## src/rtl/serial_to_byte_if.sv

```systemverilog
// Bus between a serial bit source and serial_to_byte (the word assembler).
// The parity_err signal exists only when SERIAL_TO_BYTE_PARITY_EN is defined.
interface serial_to_byte_if #(
  parameter int WIDTH = 8
);
  localparam int CW = $clog2(WIDTH + 1);

  logic             bit_in;
  logic             bit_valid;
  logic             flush;
  logic [WIDTH-1:0] data_out;
  logic             data_valid;
  logic             busy;
  logic [CW-1:0]    bit_count;
`ifdef SERIAL_TO_BYTE_PARITY_EN
  logic             parity_err;
`endif

  modport master (
    output bit_in,
    output bit_valid,
    output flush,
    input  data_out,
    input  data_valid,
    input  busy,
`ifdef SERIAL_TO_BYTE_PARITY_EN
    input  parity_err,
`endif
    input  bit_count
  );

  modport slave (
    input  bit_in,
    input  bit_valid,
    input  flush,
    output data_out,
    output data_valid,
    output busy,
`ifdef SERIAL_TO_BYTE_PARITY_EN
    output parity_err,
`endif
    output bit_count
  );
endinterface

```

## src/rtl/serial_to_byte.sv

```systemverilog
// LSB-first serial-to-parallel word assembler with a one-cycle valid strobe.
// Optional even-parity bit after each word: define SERIAL_TO_BYTE_PARITY_EN.
module serial_to_byte #(
  parameter int WIDTH = 8
) (
  input  logic          Clk,
  input  logic          Rst_n,
  serial_to_byte_if.slave bus
);
  localparam int CW = $clog2(WIDTH + 1);

  typedef enum logic [1:0] {
    S_IDLE    = 2'd0,
    S_COLLECT = 2'd1,
    S_PARITY  = 2'd2
  } state_t;

  state_t           r_state;
  logic [WIDTH-1:0] r_shift;
  logic [WIDTH-1:0] r_data;
  logic [CW-1:0]    r_count;
  logic             r_valid;
  logic             r_busy;
`ifdef SERIAL_TO_BYTE_PARITY_EN
  logic             r_perr;
`endif

  logic             w_last;
  logic [WIDTH-1:0] w_shift_nxt;

  // New bits enter at the MSB so the first-received bit lands in bit 0.
  assign w_shift_nxt = {bus.bit_in, r_shift[WIDTH-1:1]};
  assign w_last      = (r_count == CW'(WIDTH - 1));

  always_ff @(posedge Clk or negedge Rst_n) begin
    if (!Rst_n) begin
      r_state <= S_IDLE;
      r_shift <= '0;
      r_data  <= '0;
      r_count <= '0;
      r_valid <= 1'b0;
      r_busy  <= 1'b0;
`ifdef SERIAL_TO_BYTE_PARITY_EN
      r_perr  <= 1'b0;
`endif
    end else begin
      r_valid <= 1'b0;
      if (bus.flush) begin
        // Abort wins over a simultaneous bit; data_out and parity_err keep their values.
        r_state <= S_IDLE;
        r_shift <= '0;
        r_count <= '0;
        r_busy  <= 1'b0;
      end else if (bus.bit_valid) begin
        case (r_state)
          S_IDLE, S_COLLECT: begin
            r_shift <= w_shift_nxt;
            if (w_last) begin
`ifdef SERIAL_TO_BYTE_PARITY_EN
              r_state <= S_PARITY;
              r_count <= CW'(WIDTH);
              r_busy  <= 1'b1;
`else
              r_data  <= w_shift_nxt;
              r_valid <= 1'b1;
              r_state <= S_IDLE;
              r_count <= '0;
              r_busy  <= 1'b0;
`endif
            end else begin
              r_state <= S_COLLECT;
              r_count <= r_count + CW'(1);
              r_busy  <= 1'b1;
            end
          end
          S_PARITY: begin
            r_data  <= r_shift;
            r_valid <= 1'b1;
`ifdef SERIAL_TO_BYTE_PARITY_EN
            r_perr  <= (^r_shift) ^ bus.bit_in;
`endif
            r_shift <= '0;
            r_state <= S_IDLE;
            r_count <= '0;
            r_busy  <= 1'b0;
          end
          default: begin
            r_state <= S_IDLE;
            r_shift <= '0;
            r_count <= '0;
            r_busy  <= 1'b0;
          end
        endcase
      end
    end
  end

  assign bus.data_out   = r_data;
  assign bus.data_valid = r_valid;
  assign bus.busy       = r_busy;
  assign bus.bit_count  = r_count;
`ifdef SERIAL_TO_BYTE_PARITY_EN
  assign bus.parity_err = r_perr;
`endif
endmodule

```

## src/flat_wrapper.sv

```systemverilog
// flat-port wrapper written by rule: the top's interface ports become plain ports
module serial_to_byte_flat 
#(
  parameter int WIDTH = 8
)
  (Clk, Rst_n, bus_bit_in, bus_bit_valid, bus_flush, bus_data_out, bus_data_valid, bus_busy, bus_bit_count);
  serial_to_byte_if #(.WIDTH(WIDTH)) bus_i ();
  input  logic Clk;
  input  logic Rst_n;
  input wire logic [$bits(bus_i.bit_in)-1:0] bus_bit_in;
  input wire logic [$bits(bus_i.bit_valid)-1:0] bus_bit_valid;
  input wire logic [$bits(bus_i.flush)-1:0] bus_flush;
  output wire logic [$bits(bus_i.data_out)-1:0] bus_data_out;
  output wire logic [$bits(bus_i.data_valid)-1:0] bus_data_valid;
  output wire logic [$bits(bus_i.busy)-1:0] bus_busy;
  output wire logic [$bits(bus_i.bit_count)-1:0] bus_bit_count;
  assign bus_i.bit_in = bus_bit_in;
  assign bus_i.bit_valid = bus_bit_valid;
  assign bus_i.flush = bus_flush;
  assign bus_data_out = bus_i.data_out;
  assign bus_data_valid = bus_i.data_valid;
  assign bus_busy = bus_i.busy;
  assign bus_bit_count = bus_i.bit_count;
  serial_to_byte #(.WIDTH(WIDTH)) u_core (.Clk(Clk), .Rst_n(Rst_n), .bus(bus_i));
endmodule
```

## config.mk

```make
export PLATFORM = sky130hd
export DESIGN_NAME = serial_to_byte_flat
export DESIGN_NICKNAME = d
export VERILOG_FILES = /design/src/rtl/serial_to_byte_if.sv /design/src/rtl/serial_to_byte.sv /design/src/flat_wrapper.sv
export SDC_FILE = /design/constraint.sdc
export NUM_CORES = 1
export LEC_CHECK = 0
export ABC_AREA = 1
export CAP_MARGIN = 15
export CORE_MARGIN = 3
export CORE_UTILIZATION = 43
export CTS_CLUSTER_DIAMETER = 60
export DETAILED_ROUTE_END_ITERATION = 7
export PLACE_DENSITY_LB_ADDON = 0.12
export SLEW_MARGIN = 25
export SYNTH_ARGS = -nofsm -noshare
export SYNTH_HDL_FRONTEND = slang
export SYNTH_SLANG_ARGS = --single-unit
```

## constraint.sdc

```tcl
create_clock -name Clk -period 1.1 [get_ports Clk]
set_input_delay 0.11 -clock Clk [delete_from_list [all_inputs] [get_ports Clk]]
set_output_delay 0.11 -clock Clk [all_outputs]
set_load 0.02 [all_outputs]
```

# Yosys cells after proc, flatten, opt, wreduce, memory -nomap -nowiden
# Index checks and enable logic that the tools add are counted.
[word_totals] inputBits=5 word_cells=38 regBits=24 output_inout_bits=14
[op_classes] addsub=1 n_eq_ne=4 n_bitwise=1 muxes=21 reduce_logical=5
[ops] op="8-bit two-way mux" count=4
[ops] op="4-bit two-way mux" count=4
[ops] op="8-bit case mux with 2 select lines" count=1
[ops] op="1-bit two-way mux" count=9
[ops] op="4-bit by 1-bit adder with 4-bit output (second input constant)" count=1
[ops] op="4-bit by 3-bit equality test with 1-bit output (second input constant)" count=1
[ops] op="2-bit two-way mux" count=2
[ops] op="4-bit AND reduction" count=1
[ops] op="2-bit nonzero test" count=2
[ops] op="2-bit by 1-bit equality test with 1-bit output (second input constant)" count=1
[ops] op="2-bit equality test (second input constant)" count=1
[ops] op="2-bit zero test" count=1
[ops] op="2-bit by 1-bit inequality test with 1-bit output (second input constant)" count=1
[ops] op="1-bit case mux with 2 select lines" count=1
[ops] op="2-bit OR reduction" count=1
[ops] op="1-bit inverter" count=1

# Logic depth before layout (Yosys ltp)
# Gate-level depths: netlist of the first run.
[depth] word_depth=5 mapped_depth=7 ltp_nobuf=6

# Worst setup path before layout of the first run
# OpenSTA, ideal clock, no wires.
[synth_timing] path_type="register to register" start="register u_core.r_count[0], in the netlist u_core.bus.bit_count[0]" end="register u_core.r_data[7], in the netlist u_core.bus.data_out[7]" path_slack_ns=-0.262 arrival_ns=1.245 path_stages_with_launch=8 cell_sequence="dfrtp_1 ha_1 nand2_2 nor2_4 nand2_4 buf_6 nand2_2 o21ai_2"
[synth_between] elab_chain_len=3
[synth_rtl] element="start: declaration" line="serial_to_byte.sv:21" text="logic [CW-1:0] r_count;"
[synth_rtl] element="start signal: assignment" line="serial_to_byte.sv:72" text="r_count <= r_count + CW'(1);"
[synth_rtl] element="4-bit by 3-bit equality test with 1-bit output" line="serial_to_byte.sv:33" text="assign w_last = (r_count == CW'(WIDTH - 1));"
[synth_rtl] element="2-bit by 1-bit inequality test with 1-bit output (no source line)"
[synth_rtl] element="4-bit AND reduction (no source line)"
[synth_rtl] element="end signal: assignment" line="serial_to_byte.sv:64" text="r_data <= w_shift_nxt;"
[synth_rtl] element="end signal: assignment" line="serial_to_byte.sv:77" text="r_data <= r_shift;"
[synth_rtl] element="end: declaration" line="serial_to_byte.sv:20" text="logic [WIDTH-1:0] r_data;"
# Every way passes these cells.
# A chain may end at the register's enable or synchronous reset.

# Worst setup path in the final report of the first run
[layout_timing] start="register u_core.r_count[0], in the netlist u_core.bus.bit_count[0]" end="register u_core.r_data[1], in the netlist u_core.bus.data_out[1]"
# The elaborated chain is that of the path after synthesis.

==> results.txt, run 1 <==
Max Fclk -> 0.852 GHz
Crit path max-delay family -> flip-flops
DRC Markers -> 0
first-pass GRT wire length -> 3180 um
total die area -> 2590 um2
Worst path max stage delay -> 0.41 ns
GPL Wtd Cong -> 0.797
Finish-stage setup viols -> 11
Tcrit/Tclk final -> 107%
status -> finished with violations
Skew-Pair Late Insertion Delay -> 0.30 ns
actual slew at the worst max-slew pin -> 0.266 ns
CP max FO -> 4
Buf/Inv on CP -> 1
RSZ-0062 raised after global routing -> yes
# fillers -> 141
Total GRT Usage -> 16.7%
HPWL after DPL -> 1210 um
register area share after synthesis -> 60.6%
Synth cell types -> 18
Max-cap violations -> 0
root buf cell -> clkbuf_4
hold crit path type -> input pin to async pin
Worst slew margin -> 82.1%
TritonCTS Buffers -> 3
CP endpoint kind -> flop
total placed instance area -> 1150 um2
Leak -> 0.646 nW
Avg WL per Cell -> 13.4 um
# nets final -> 128
Pins Over Slew Limit -> 0
CP Data Required Time -> 1.31 ns
H-Tree Level Count -> 1
syn_nets -> 86
reg2reg start -> u_core.bus.bit_count[0]
VDD IR-drop max -> 0.887 mV
Power Dens Cells -> 1030 nW/um2
critical path, cell by cell -> ha_4 > nand2_4 > nor2_4 > buf_4 > nand2_4 > nand2_2 > o21ai_2
die width -> 50.9 um
Hold Vio Cnt, Final -> 0
Avg Vias per Cell -> 4.90
FP Rows -> 15
DR pass1 iterations -> 4
initial antenna violation count -> 0
Vias -> 716
Buffers on Ports -> 18
Initial Util -> 47.6%
Setup WS post-layout -> -0.0742 ns
Final Power -> 1.32 mW
CP startpoint kind -> flop
cts-stage hold buffer count -> 0
total gr overflow -> 0
Crit-path slowest cell -> dfrtp_2
largest net degree at the start of global routing -> 22
Clock transition at path regs -> 0.12 ns
most used cell, CP -> nand2_4
post-layout min period -> 1.17 ns
routed wire length -> 1950 um
failing checks -> setup timing
vias in the first global route -> 707
synthesized area per cell -> 10.8 um2
Clock Sinks -> 21
FF-to-FF path depth -> 7
fraction of layout cells with a size suffix above 1 -> 52.1%
critical setup path kind -> flop to flop
#FFs+latches synth -> 21
Antenna diodes -> 0
Max Root-Sink Buffers -> 2
Core ar. -> 1820 um2
yosys warns -> 0
final design instance area without fill -> 1270 um2
CP Data Arrival Time -> 1.38 ns
post-layout util -> 69.9%
P&R area growth vs syn -> 46.8%
Mapped Cells -> 80
Iter 0 DRT Violations -> 14
Die H -> 50.9 um
Ports -> 19
Worst R2R End -> u_core.bus.data_out[1]
post-route ant nets -> 0
Worst Skew -> 0.00652 ns
Cell Area, Synth -> 867 um2
CTS tree -> yes
R2R setup slack -> -0.07 ns
## metal layers
metal	vias up	track usage, %	part of all wire, %	wire (um)
met5	-	0	0	0
met4	0	7.17	0.82	16
met3	2	3.79	4.7	92
met2	19	27.7	52	1010
met1	349	20.6	43	835
li1	346	-	-	-
## logic make-up after synthesis
logic type,count (synthesis),share of synthesized area (%)
DFF,21,60.6
adders and majority gates,1,1.44
AOI/OAI and AO/OA,19,15.9
and+or+nand+nor,25,15.2
buffers and inverters,14,6.93
## cells in the final DEF (no fill, tap or decap)
cell type | netlist | layout
nor2_1 | 2 | 1
clkbuf_1 | 0 | 1
dfrtp_1 | 21 | 19
clkinv_2 | 0 | 1
nand2_2 | 2 | 7
clkbuf_4 | 0 | 3
nand3_1 | 3 | 3
inv_1 | 12 | 12
clkbuf_2 | 0 | 3
clkdlybuf4s50_1 | 0 | 4
nand2_4 | 2 | 4
o21ai_0 | 2 | 2
buf_6 | 1 | 2
buf_2 | 0 | 8
nand4_1 | 1 | 1
a21oi_1 | 1 | 1
o21ai_2 | 8 | 8
a22o_1 | 1 | 1
nor2_2 | 0 | 1
clkdlybuf4s15_2 | 0 | 2
nand2_1 | 13 | 6
dfrtp_2 | 0 | 2
nand2_8 | 0 | 2
nor3b_2 | 0 | 1
o22ai_1 | 7 | 7
buf_4 | 0 | 17
nor2_4 | 1 | 1
ha_4 | 0 | 1
## cell usage after synthesis
library cell | n | area share (%)
dfrtp_1 | 21 | 61
nand2_1 | 13 | 5.6
inv_1 | 12 | 5.2
o21ai_2 | 8 | 8.1
o22ai_1 | 7 | 5.1
nand3_1 | 3 | 1.7
nand2_2 | 2 | 1.4
nand2_4 | 2 | 2.6
nor2_1 | 2 | 0.87
o21ai_0 | 2 | 1.2
a21oi_1 | 1 | 0.58
a22o_1 | 1 | 1.0
buf_6 | 1 | 1.3
ha_1 | 1 | 1.4
inv_2 | 1 | 0.43
nand4_1 | 1 | 0.72
nor2_4 | 1 | 1.3
nor3b_1 | 1 | 0.87
## sequential cells by signal, summed over array words and instances (netlist names)
name,flops
u_core.r_shift,7
u_core.bus.data_out,8
u_core.bus.bit_count,4
u_core.r_state,1
u_core.bus.data_valid,1
## how the worst max path moves through the flow
stage | startpoint | end | slack, ns | cells after the start
after global placement | bus_bit_valid | u_core.bus.data_out[3] | -0.15 | 6
after global routing | u_core.bus.bit_count[0] | u_core.bus.data_out[7] | -0.12 | 7
after floorplan | u_core.bus.bit_count[1] | u_core.bus.data_out[7] | -0.13 | 7
final | u_core.bus.bit_count[0] | u_core.bus.data_out[1] | -0.07 | 7
after CTS | u_core.bus.bit_count[0] | u_core.bus.data_out[3] | -0.06 | 7
after detailed placement | bus_bit_valid | u_core.bus.data_out[2] | -0.19 | 6
## where the power goes
group          internal [mW]  switching, mW
logic                 0.0643         0.0832
registers              0.786        0.00932
clock network          0.141          0.232
## timing repair
| action | CTS | global route |
|---|---|---|
| resized for setup | 51 | 16 |
| setup buffers | 4 | 5 |
| endpoints found under the hold margin | 0 | 0 |
| cloned | 2 | 0 |
| setup endpoints to repair | 22 | 25 |
| pin swaps | 3 | 1 |
## metrics by stage
stage / hold slack (ns) / setup slack [ns] / cells / TNS (ns)
4_1_cts: 0.153 / -0.0599 / 141 / -0.533
3_5_place_dp: 0.471 / -0.193 / 131 / -2.62
2_1_floorplan: -0.186 / -0.125 / 80 / -0.714
5_1_grt: 0.148 / -0.115 / 146 / -1.13
6_report: 0.141 / -0.0742 / 146 / -0.639
3_3_place_gp: 0.467 / -0.149 / 131 / -2.01
## layout make-up
| class | instances | area, um2 | share of cell area (%) |
|---|---|---|---|
| Sequential cell | 21 | 528 | 41.5 |
| Multi-Input combinational cell | 47 | 369 | 29.0 |
| Clock buffer | 4 | 26.3 | 2.06 |
| Tap cell | 25 | 31.3 | 2.46 |
| Inverter | 13 | 50.0 | 3.93 |
| Timing Repair Buffer | 36 | 268 | 21.0 |
Power figures use the tool's default switching activity.
==> inputs of run 2 (changes only) <==
Settings changed: CORE_UTILIZATION 43 to 46, CTS_BUF_LIST set to sky130_fd_sc_hd__clkbuf_8, SLEW_MARGIN 25 to 20.
==> run 2 against run 1 <==
The flow still finishes with violations (setup timing). Clock skew is 0.0020 ns higher. Design area is 3.0% lower. Sequential cell count stayed put. Sequential power hardly changed. Non-clock buffer count is 9 lower. Utilization is 0.86 points higher. Die area is 5.8% lower. Power is 8.0% higher. Cell count is 6.2% lower. Global-route usage is 2.2 points lower. Worst hold slack better by 0.049 ns. Critical endpoint is now u_core.bus.data_out[6].
==> results.txt, run 2 (synthesized netlist as in run 1, its figures left out) <==
commonest cells after routing, fill and taps aside -> dfrtp_1 (19), inv_1 (12), nand2_1 (12)
total die area -> 2440 um2 (-5.8%)
P&R area growth vs syn -> 42.4%
sequential share of power -> 56.0% (-4.4 points)
VDD IR-drop max -> 1.02 mV (+15%)
Initial Util -> 49.7% (+2.0 points)
GR Layer Usage met1 -> 18.9% (-1.8 points)
Worst Setup SP -> u_core.bus.bit_count[1]
Clock power frac -> 34.8% (+6.4 points)
TritonCTS Buffers -> 3 (unchanged)
failing checks -> setup timing
Worst Skew -> 0.00857 ns (+0.00205 ns)
initial antenna violation count -> 0 (unchanged)
sw power -> 328 uW (+1.0%)
Buffers on Ports -> 18 (unchanged)
reg2reg start -> u_core.bus.bit_count[1]
# nets final -> 119 (-7.0%)
Worst slew margin -> 82.7% (+0.57 points)
Clock transition at path regs -> 0.08 ns (-0.04 ns)
Finish-stage setup viols -> 11 (unchanged)
area of the multi-input gates -> 333 um2 (-9.8%)
Leak -> 0.641 nW (-0.79%)
total gr overflow -> 0 (unchanged)
Avg WL per Cell -> 12.0 um (-10%)
post-layout min period -> 1.17 ns (-0.00840 ns)
Core ar. -> 1750 um2 (-4.1%)
HPWL after DPL -> 1070 um (-11%)
hold crit path type -> input pin to async pin
met3 Usage GRT -> 3.06% (-0.73 points)
Max Fclk -> 0.858 GHz (+0.72%)
status -> finished with violations
first-pass GRT wire length -> 2700 um (-15%)
CP startpoint kind -> flop
die width -> 49.4 um (-2.9%)
Max Root-Sink Buffers -> 2 (unchanged)
Die H -> 49.4 um (-2.9%)
Setup TNS Final -> -0.592 ns (+0.0464 ns)
CP Data Required Time -> 1.25 ns (-0.06 ns)
Int Pwr -> 1.09 mW (+10%)
Skew-Pair Late Insertion Delay -> 0.26 ns (-0.04 ns)
Vias -> 642 (-10%)
FP Rows -> 15 (unchanged)
routed wire length -> 1640 um (-16%)
GPL Wtd Cong -> 0.768 (-3.7%)
Worst path max stage delay -> 0.44 ns (+0.03 ns)
CP Data Arrival Time -> 1.31 ns (-0.07 ns)
Crit-path slowest cell -> dfrtp_2
Setup WS post-layout -> -0.0658 ns (+0.00840 ns)
critical setup path kind -> flop to flop
DR pass1 iterations -> 4 (unchanged)
Max-cap violations -> 0 (unchanged)
most used cell, CP -> nand2_4
Antenna diodes -> 0 (unchanged)
Largest register FFs -> 8 (unchanged)
Power Dens Cells -> 1150 nW/um2 (+11%)
fraction of layout cells with a size suffix above 1 -> 31.3% (-21 points)
root buf cell -> clkbuf_8
actual slew at the worst max-slew pin -> 0.260 ns (-0.00573 ns)
critical path, cell by cell -> ha_4 > nand2_4 > nor2_4 > buf_12 > nand2_4 > o21ai_2
Hold Vio Cnt, Final -> 0 (unchanged)
post-route ant nets -> 0 (unchanged)
Clock Sinks -> 21 (unchanged)
total placed instance area -> 1150 um2 (-0.65%)
Avg Vias per Cell -> 4.69 (-4.4%)
Combinational Power Share -> 9.2% (-2.0 points)
Hold Slack -> 0.189 ns (+0.0487 ns)
H-Tree Level Count -> 1 (unchanged)
commonest non-fill, non-tap cell in the layout -> dfrtp_1
Tcrit/Tclk final -> 106% (-0.76 points)
CTS tree -> yes
met2 Usage GRT -> 22.8% (-4.9 points)
largest net degree at the start of global routing -> 22 (unchanged)
DRC Markers -> 0 (unchanged)
CP max FO -> 8 (+4)
GRT Max-Usage Layer -> met2
Crit path max-delay family -> flip-flops
switching part of the total -> 23.1% (-1.6 points)
final design instance area without fill -> 1230 um2 (-3.0%)
RSZ-0062 raised after global routing -> yes
Seq. cell area -> 528 um2 (unchanged)
pre-CTS setup slack -> -0.180 ns (+0.0139 ns)
# fillers -> 142 (+0.71%)
vias in the first global route -> 622 (-12%)
Buf/Inv on CP -> 1 (unchanged)
Total GRT Usage -> 14.5% (-2.2 points)
Final Power -> 1.42 mW (+8.0%)
Iter 0 DRT Violations -> 9 (-5)
Ports -> 19 (unchanged)
Pins Over Slew Limit -> 0 (unchanged)
CP endpoint kind -> flop
==> run 2: path summary, 6_finish.rpt <==
| check | endpoint | cells after the start | slack [ns] |
|---|---|---|---|
| worst max-delay path | u_core.bus.data_out[6] | 6 | -0.07 |
| worst min-delay path | u_core.r_shift[4] | 2 | 0.19 |
| worst max register to register | u_core.bus.data_out[6] | 6 | -0.07 |
| worst min register to register | u_core.bus.data_out[4] | 2 | 0.48 |
| max in group asynchronous | u_core.bus.bit_count[0] | 2 | 0.68 |
| min in group Clk | u_core.bus.data_out[7] | 3 | 0.43 |
==> run 2: what timing repair did <==
item / CTS / global route
pin swaps: 1 / 0
hold buffers: 0 / 0
resized for setup: 18 / 8
cloned: 0 / 2
endpoints found under the setup margin: 23 / 15
setup buffers: 0 / 1
endpoints found under the hold margin: 0 / 0
==> run 2: area by class of cell <==
| cell class | instances | area share (%) |
|---|---|---|
| Clock buffer | 3 | 3.34 |
| Clock inverter | 1 | 0.405 |
| Inverter | 13 | 4.15 |
| Multi-Input combinational cell | 47 | 27.0 |
| Sequential cell | 21 | 42.8 |
| Tap cell | 25 | 2.53 |
| Timing Repair Buffer | 27 | 19.9 |
==> run 2: metrics by stage <==
step	instances	util [%]
2_1_floorplan	80	-
3_3_place_gp	130	65.7
3_5_place_dp	130	65.7
4_1_cts	134	68.2
5_1_grt	137	70.8
6_report	137	70.8
==> run 2: power groups by stage <==
| stage | Sequential (mW) | Combinational (mW) | Clock [mW] |
|---|---|---|---|
| 5_1_grt | 0.799 | 0.146 | 0.542 |
| 3_5_place_dp | 0.812 | 0.131 | 0 |
| 6_report | 0.796 | 0.132 | 0.495 |
| 3_3_place_gp | 0.810 | 0.131 | 0 |
| 4_1_cts | 0.796 | 0.128 | 0.506 |
| 2_1_floorplan | 0.825 | 0.0376 | 0 |
==> run 2: worst register-to-register path, stage by stage (launching register included) <==
cell and delay, ns:
dfrtp_2 0.44, ha_4 0.18, nand2_4 0.07, nor2_4 0.04, buf_12 0.13, nand2_4 0.14
o21ai_2 0.06
==> run 2: per-layer routing <==
metal	wire [um]	part of all wire, %
met3	61	3.7
met2	803	49
met5	0	0
met4	14	0.85
met1	758	46
